### src/rtl/scr1_trace_pkg.sv
// Shared types for the retirement trace buffer: event flags, stored entry layout,
// capture mode and RING trigger states.
package scr1_trace_pkg;

    localparam int SCR1_TRACE_XLEN  = 32;
    localparam int SCR1_TRACE_DLY_W = 16;

    typedef struct packed {
        logic trap;
        logic mprf;
        logic retire;
    } type_scr1_trace_ev_s;

    typedef struct packed {
        type_scr1_trace_ev_s           ev;
        logic [SCR1_TRACE_XLEN-1:0]    pc;
        logic [4:0]                    rd_addr;
        logic [SCR1_TRACE_XLEN-1:0]    rd_data;
        logic [SCR1_TRACE_DLY_W-1:0]   dly;
    } type_scr1_trace_entry_s;

    typedef enum logic {
        STREAM = 1'b0,
        RING   = 1'b1
    } type_scr1_trace_mode_e;

    typedef enum logic [1:0] {
        IDLE   = 2'd0,
        ARMED  = 2'd1,
        FROZEN = 2'd2
    } type_scr1_trace_fsm_e;

endpackage

### src/rtl/scr1_trace_ram.sv
// Trace entry storage: one synchronous write port, one asynchronous read port.
// Contents are not reset; validity is tracked by the pointers in the top.
module scr1_trace_ram
    import scr1_trace_pkg::*;
#(
    parameter int DEPTH = 16,
    parameter int PTR_W = $clog2(DEPTH)
) (
    input  logic                   clk,
    input  logic                   we,
    input  logic [PTR_W-1:0]       waddr,
    input  type_scr1_trace_entry_s wdata,
    input  logic [PTR_W-1:0]       raddr,
    output type_scr1_trace_entry_s rdata
);

    type_scr1_trace_entry_s mem [DEPTH];

    always_ff @(posedge clk) begin
        if (we) begin
            mem[waddr] <= wdata;
        end
    end

    assign rdata = mem[raddr];

endmodule

### src/rtl/scr1_trace_buf.sv
// Retirement trace buffer: captures retire/MPRF/trap events into a circular store
// and drains them on a valid/ready port, in lossy STREAM or triggered RING mode.
module scr1_trace_buf
    import scr1_trace_pkg::*;
#(
    parameter int XLEN  = SCR1_TRACE_XLEN,
    parameter int DEPTH = 16,
    parameter int PTR_W = $clog2(DEPTH),
    parameter int DLY_W = SCR1_TRACE_DLY_W
) (
    input  logic                   clk,
    input  logic                   rst,
    input  logic                   cfg_en,
    input  logic                   cfg_mode,
    input  logic [PTR_W:0]         cfg_post,
    input  logic                   cfg_clr,
    input  logic                   trig,
    input  logic                   retire_vld,
    input  logic [XLEN-1:0]        retire_pc,
    input  logic                   mprf_wr_en,
    input  logic [4:0]             mprf_wr_addr,
    input  logic [XLEN-1:0]        mprf_wr_data,
    input  logic                   trap_vld,
    input  logic [XLEN-1:0]        trap_cause,
    output logic                   out_vld,
    input  logic                   out_rdy,
    output type_scr1_trace_entry_s out_entry,
    output logic [PTR_W:0]         cnt,
    output logic                   overflow,
    output logic [15:0]            drop_cnt,
    output logic                   frozen
);

    localparam logic [PTR_W:0]   FULL_CNT = (PTR_W+1)'(DEPTH);
    localparam logic [PTR_W:0]   ONE_CNT  = (PTR_W+1)'(1);
    localparam logic [DLY_W-1:0] DLY_MAX  = {DLY_W{1'b1}};

    type_scr1_trace_mode_e  mode;
    type_scr1_trace_fsm_e   fsm;
    type_scr1_trace_entry_s wr_entry;

    logic [PTR_W-1:0] wr_ptr;
    logic [PTR_W-1:0] rd_ptr;
    logic [PTR_W:0]   post_rem;
    logic [DLY_W-1:0] dly_cnt;
    logic             capture;
    logic             full;
    logic             pop;
    logic             push;
    logic             drop;
    logic             rd_adv;

    assign mode    = type_scr1_trace_mode_e'(cfg_mode);
    assign capture = cfg_en & ~frozen & (retire_vld | mprf_wr_en | trap_vld);
    assign full    = (cnt == FULL_CNT);
    assign out_vld = (mode == RING) ? (frozen & (cnt != '0)) : (cnt != '0);
    assign pop     = out_vld & out_rdy;

    // STREAM drops only when full and nothing leaves this cycle; RING always
    // writes and pushes the oldest entry out when full.
    assign push    = ~cfg_clr & capture & ((mode == RING) | ~full | pop);
    assign drop    = ~cfg_clr & capture & (mode == STREAM) & full & ~pop;
    assign rd_adv  = pop | (push & (mode == RING) & full);

    always_comb begin
        wr_entry.ev.trap   = trap_vld;
        wr_entry.ev.mprf   = mprf_wr_en;
        wr_entry.ev.retire = retire_vld;
        wr_entry.pc        = trap_vld ? trap_cause : retire_pc;
        wr_entry.rd_addr   = mprf_wr_en ? mprf_wr_addr : 5'd0;
        wr_entry.rd_data   = mprf_wr_en ? mprf_wr_data : '0;
        wr_entry.dly       = dly_cnt;
    end

    scr1_trace_ram #(.DEPTH(DEPTH), .PTR_W(PTR_W)) i_ram (
        .clk   (clk),
        .we    (push),
        .waddr (wr_ptr),
        .wdata (wr_entry),
        .raddr (rd_ptr),
        .rdata (out_entry)
    );

    always_ff @(posedge clk) begin
        if (rst || cfg_clr) begin
            wr_ptr   <= '0;
            rd_ptr   <= '0;
            cnt      <= '0;
            overflow <= 1'b0;
            drop_cnt <= '0;
            dly_cnt  <= '0;
        end else begin
            if (push) begin
                wr_ptr <= wr_ptr + PTR_W'(1);
            end
            if (rd_adv) begin
                rd_ptr <= rd_ptr + PTR_W'(1);
            end
            if (push && !rd_adv) begin
                cnt <= cnt + ONE_CNT;
            end else if (rd_adv && !push) begin
                cnt <= cnt - ONE_CNT;
            end
            if (drop) begin
                overflow <= 1'b1;
                if (drop_cnt != 16'hFFFF) begin
                    drop_cnt <= drop_cnt + 16'd1;
                end
            end
            // Dropped events still count as captures for the delay field.
            if (capture) begin
                dly_cnt <= DLY_W'(1);
            end else if (dly_cnt != DLY_MAX) begin
                dly_cnt <= dly_cnt + DLY_W'(1);
            end
        end
    end

    // RING trigger: the trigger-cycle capture is not counted because the
    // decrement only happens once ARMED.
    always_ff @(posedge clk) begin
        if (rst || cfg_clr) begin
            fsm      <= IDLE;
            post_rem <= '0;
            frozen   <= 1'b0;
        end else begin
            case (fsm)
                IDLE: begin
                    if (trig && cfg_en && (mode == RING)) begin
                        fsm      <= ARMED;
                        post_rem <= cfg_post;
                    end
                end
                ARMED: begin
                    if (post_rem == '0) begin
                        fsm    <= FROZEN;
                        frozen <= 1'b1;
                    end else if (capture) begin
                        post_rem <= post_rem - ONE_CNT;
                        if (post_rem == ONE_CNT) begin
                            fsm    <= FROZEN;
                            frozen <= 1'b1;
                        end
                    end
                end
                FROZEN: begin
                    fsm <= FROZEN;
                end
                default: begin
                    fsm <= IDLE;
                end
            endcase
        end
    end

endmodule

### config.mk
export PLATFORM = sky130hd
export DESIGN_NAME = scr1_trace_buf
export DESIGN_NICKNAME = d
export VERILOG_FILES = /design/src/rtl/scr1_trace_pkg.sv /design/src/rtl/scr1_trace_ram.sv /design/src/rtl/scr1_trace_buf.sv
export SDC_FILE = /design/constraint.sdc
export NUM_CORES = 1
export LEC_CHECK = 0
export ABC_CLOCK_PERIOD_IN_PS = 17600
export BUFFER_PORTS_ARGS = -buffer_cell sky130_fd_sc_hd__buf_2
export CAP_MARGIN = 20
export CORE_MARGIN = 10
export CORE_UTILIZATION = 45
export CTS_BUF_LIST = sky130_fd_sc_hd__clkbuf_4 sky130_fd_sc_hd__clkbuf_8
export DETAILED_ROUTE_END_ITERATION = 10
export GPL_TIMING_DRIVEN = 0
export PLACE_DENSITY_LB_ADDON = 0.12
export REMOVE_ABC_BUFFERS = 1
export SLEW_MARGIN = 5
export SYNTH_ARGS = -nofsm -noshare
export SYNTH_HDL_FRONTEND = slang
export SYNTH_HIERARCHICAL = 1
export SYNTH_SLANG_ARGS = --single-unit
### constraint.sdc
create_clock -name clk -period 17.6 [get_ports clk]
set_input_delay 3.52 -clock clk [delete_from_list [all_inputs] [get_ports clk]]
set_output_delay 3.52 -clock clk [all_outputs]
set_load 0.02 [all_outputs]
==> summary.md <==
| Metric | Value |
|---|---|
| Global placement routability congestion | 0.747 |
| PostCTS Resize Cnt | 0 |
| Die ar. | between 100000 and 150000 sq um |
| Largest net degree at the start of global routing | 59 |
| Worst-Skew Late Latency | 0.90 ns |
| Worst Path Max Fanout | 54 |
| Mux contribution to synthesized area | 14.9% |
| FP Rows | between 100 and 150 |
| Post-synth cell types | 62 |
| Flop2flop setup slack | 13.31 ns |
| Worst reg2reg path endpoint | i_ram/mem[0][52]$_DFFE_PP_ |
| Max cap viols | 0 |
| Core Box Area | 124000 sq um |
| Worst endpoint required time | 14.08 ns |
| Hold path start | overflow$_SDFFE_PP0P_ |
| RSZ-0062 raised after global routing | false |
| Leakage | 20.7 nW |
| Worst setup SP type | register |
| Final setup vio count | 0 |
| Gate Count Post-Synth | 2586 |
| Wire length of the first global-routing pass | 202000 um |
| Crit path time final | 7.65 ns |
| Final ANT Viol Nets | 0 |
| Critical R2R Launch | frozen$_SDFFE_PP0P_ |
| Setup CP Type | register to primary output |
| Clk sinks | 1462 |
| Final Hold Fails | 0 |
| Dominant cells by area after synthesis | edfxtp_1, mux4_2, a22oi_1 |
| Hold Path Cell Cnt | 2 |
| Vias in the first global route | 30200 |
| P&R area growth vs syn | 17.8% |
| Crit. End Element | primary output |
| Fin area | 66100 sq um |
| DP Cell Count | between 4000 and 5000 |
| VDD IR max | 0.0598 mV |
| Post-synthesis sequential area ratio | 77.4% |
| Worst R2R Path Depth | 10 |
| Post-synth top area cell | edfxtp_1 |
| H-tree depth | 4 |
| Main synth FF type | edfxtp_1 |
| Worst slew pin tran | 1.00 ns |
| Layout cell share with drive strength beyond 1 | between 30% and 40% |
| Final WL | 137000 um |
| Total CTS buffers | 228 |
| Initial Util | 45.3% |
| EDFF count, synth | approximately 1400 |
| Critical path origin | rd_ptr[1]$_SDFFE_PP0P_ |
| Vias per cell | approximately 5.7 |
| Die width | 373 um |
| Setup TNS | 0 ns |
| Post-DP Area | 61500 sq um |
| Grt total ovfl | 0 |
| #FFs+latches synth | 1462 |
| Final Non-Filler Cells | 4888 |
| Initial antenna violation count | 7 |
| Tot GR Track Use | between 10% and 20% |
| CTS tree | done |
| Largest family of logic cells by synthesized area | multiplexers |
| Clk Tree Root Cell | clkbuf_8 |
| Final net count | 3191 |
| WP data arrival | 4.13 ns |
| Fmax | roughly 130 MHz |
| Clk slew on worst S/H paths | 0.06 ns |
| HPWL Detailed | 86100 um |
| Number of fill cells | 9576 |
| Yosys top cell area share | approximately three quarters |
| Crit share post-route | 43.5% |
| Vias | 28000 |
| Post-Synth Simple-Gate Area | 2.61% |
| Status | completed |
| DRT Pass-1 Iters | 6 |
| DR iter-0 viols | 2502 |
| WHS Endpoint | overflow$_SDFFE_PP0P_ |
| Clk buf depth | 3 |
| Top-Level Pins | 228 |
| Pins Over Slew Limit | 0 |
| Syn Area/Cell | roughly 22 sq um |
| Average wire per standard cell | 28.0 um |
| Pwr Density | 104 nW/um^2 |
| Port Buffers | about 230 |
| Die Ht | 373 um |
| DRC Markers | 0 |
| Setup bufs post-CTS | 0 |
| # hold bufs at CTS | 0 |
| Synthesized cell area | 56100 sq um |
| Synth Area in Compound Gates | 3.24% |
| Hold WC Path Type | register to register |
| Post-synth ARST share | 0% |
| Overall power | 6.85 mW |
| Synth warn | 6 |
| Post-synthesis adder-cell area fraction | less than 1% |
| Slew headroom | between 30% and 40% |
| Top-count cell post-synth | edfxtp_1 |
| Xor-xnor portion of the synthesized cell area | less than 1% |
| Worst Skew | ~0.048 ns |
| List of most frequent post-synthesis cells | edfxtp_1, mux4_2, a22oi_1 |
-- state kept, by name, indices dropped and copies added, names as in the netlist --
signal and flops:
dly_cnt 16, overflow 1, frozen 1, cnt 5, rd_ptr 4, post_rem 5
fsm 2, i_ram/mem 1408, wr_ptr 4, drop_cnt 16
-- where the power goes --
group	leakage (nW)	total (mW)	internal [mW]	switching, mW
clock	2.40	2.78	1.51	1.27
combinational	5.35	0.231	0.0904	0.141
sequential	13.0	3.84	3.83	0.00703
-- cells by family after synthesis --
group	count (synthesis)
muxes	391
DFF	1462
AOI/OAI and AO/OA	252
and+or+nand+nor	302
adders and majority gates	14
xor gates and xnor gates	19
buffers and inverters	146
-- placed cells by master (no fill, tap or decap), types with 26 or more instances in the layout --
| master | netlist | final |
|---|---|---|
| dfxtp_1 | 54 | 52 |
| clkbuf_8 | 0 | 245 |
| buf_12 | 0 | 48 |
| a22oi_1 | 177 | 177 |
| a21oi_1 | 26 | 26 |
| mux2_2 | 32 | 32 |
| buf_2 | 25 | 225 |
| clkbuf_4 | 0 | 90 |
| edfxtp_1 | 1408 | 1408 |
| buf_6 | 13 | 26 |
| buf_4 | 9 | 31 |
| nand2_1 | 124 | 124 |
| and2_1 | 41 | 40 |
| clkinv_1 | 1 | 54 |
| mux4_2 | 352 | 352 |
| buf_16 | 0 | 49 |
| nor2_1 | 56 | 43 |
-- per-stage QoR --
stage | utilization (%) | hold slack [ns] | worst slack (ns)
floorplan | - | 0.462 | -1.69
global placement | 47.3 | 0.473 | -9.17
detailed placement | 49.7 | 0.462 | 9.46
CTS | 53.3 | 0.482 | 9.75
global route | 53.4 | 0.517 | 9.65
finish | 53.4 | 0.481 | 9.95
-- worst max-delay path by stage --
stage / endpoint / slack [ns] / cells past startpoint
5_1_grt: out_entry[29] / 9.65 / 8
6_report: out_entry[30] / 9.95 / 8
4_1_cts: out_entry[30] / 9.75 / 8
3_5_place_dp: i_ram/mem[0][44]$_DFFE_PP_ / 9.46 / 12
3_3_place_gp: out_entry[6] / -9.17 / 4
2_1_floorplan: out_entry[0] / -1.69 / 3
-- critical path, cell delays in order (launching register included) --
cell and delay [ns]:
dfxtp_4 0.88, buf_16 0.39, buf_16 0.30, buf_16 0.33, buf_16 0.29, mux4_2 0.33
a22oi_1 0.23, nand2_1 0.17, buf_2 0.21
-- layout make-up --
cell class              instances  area (sq um)  share of cell area, %
diodes                          3          7.51                 0.0114
clock buffers                 335          4050                   6.13
clock inverters                82           448                  0.678
inverters                      10          37.5                 0.0568
multi-input cells             978         12100                   18.3
flip-flops and latches       1462         43400                   65.7
well taps                    1637          2050                   3.10
repair buffers                381          3980                   6.03
-- routing by layer --
layer | wire length [um] | GRT usage [%]
met5 | 9 | 0
met4 | 2430 | 5.12
met3 | 8350 | 3.80
met2 | 68700 | 32.5
met1 | 57500 | 26.4
(Power assumes the default switching activity.)
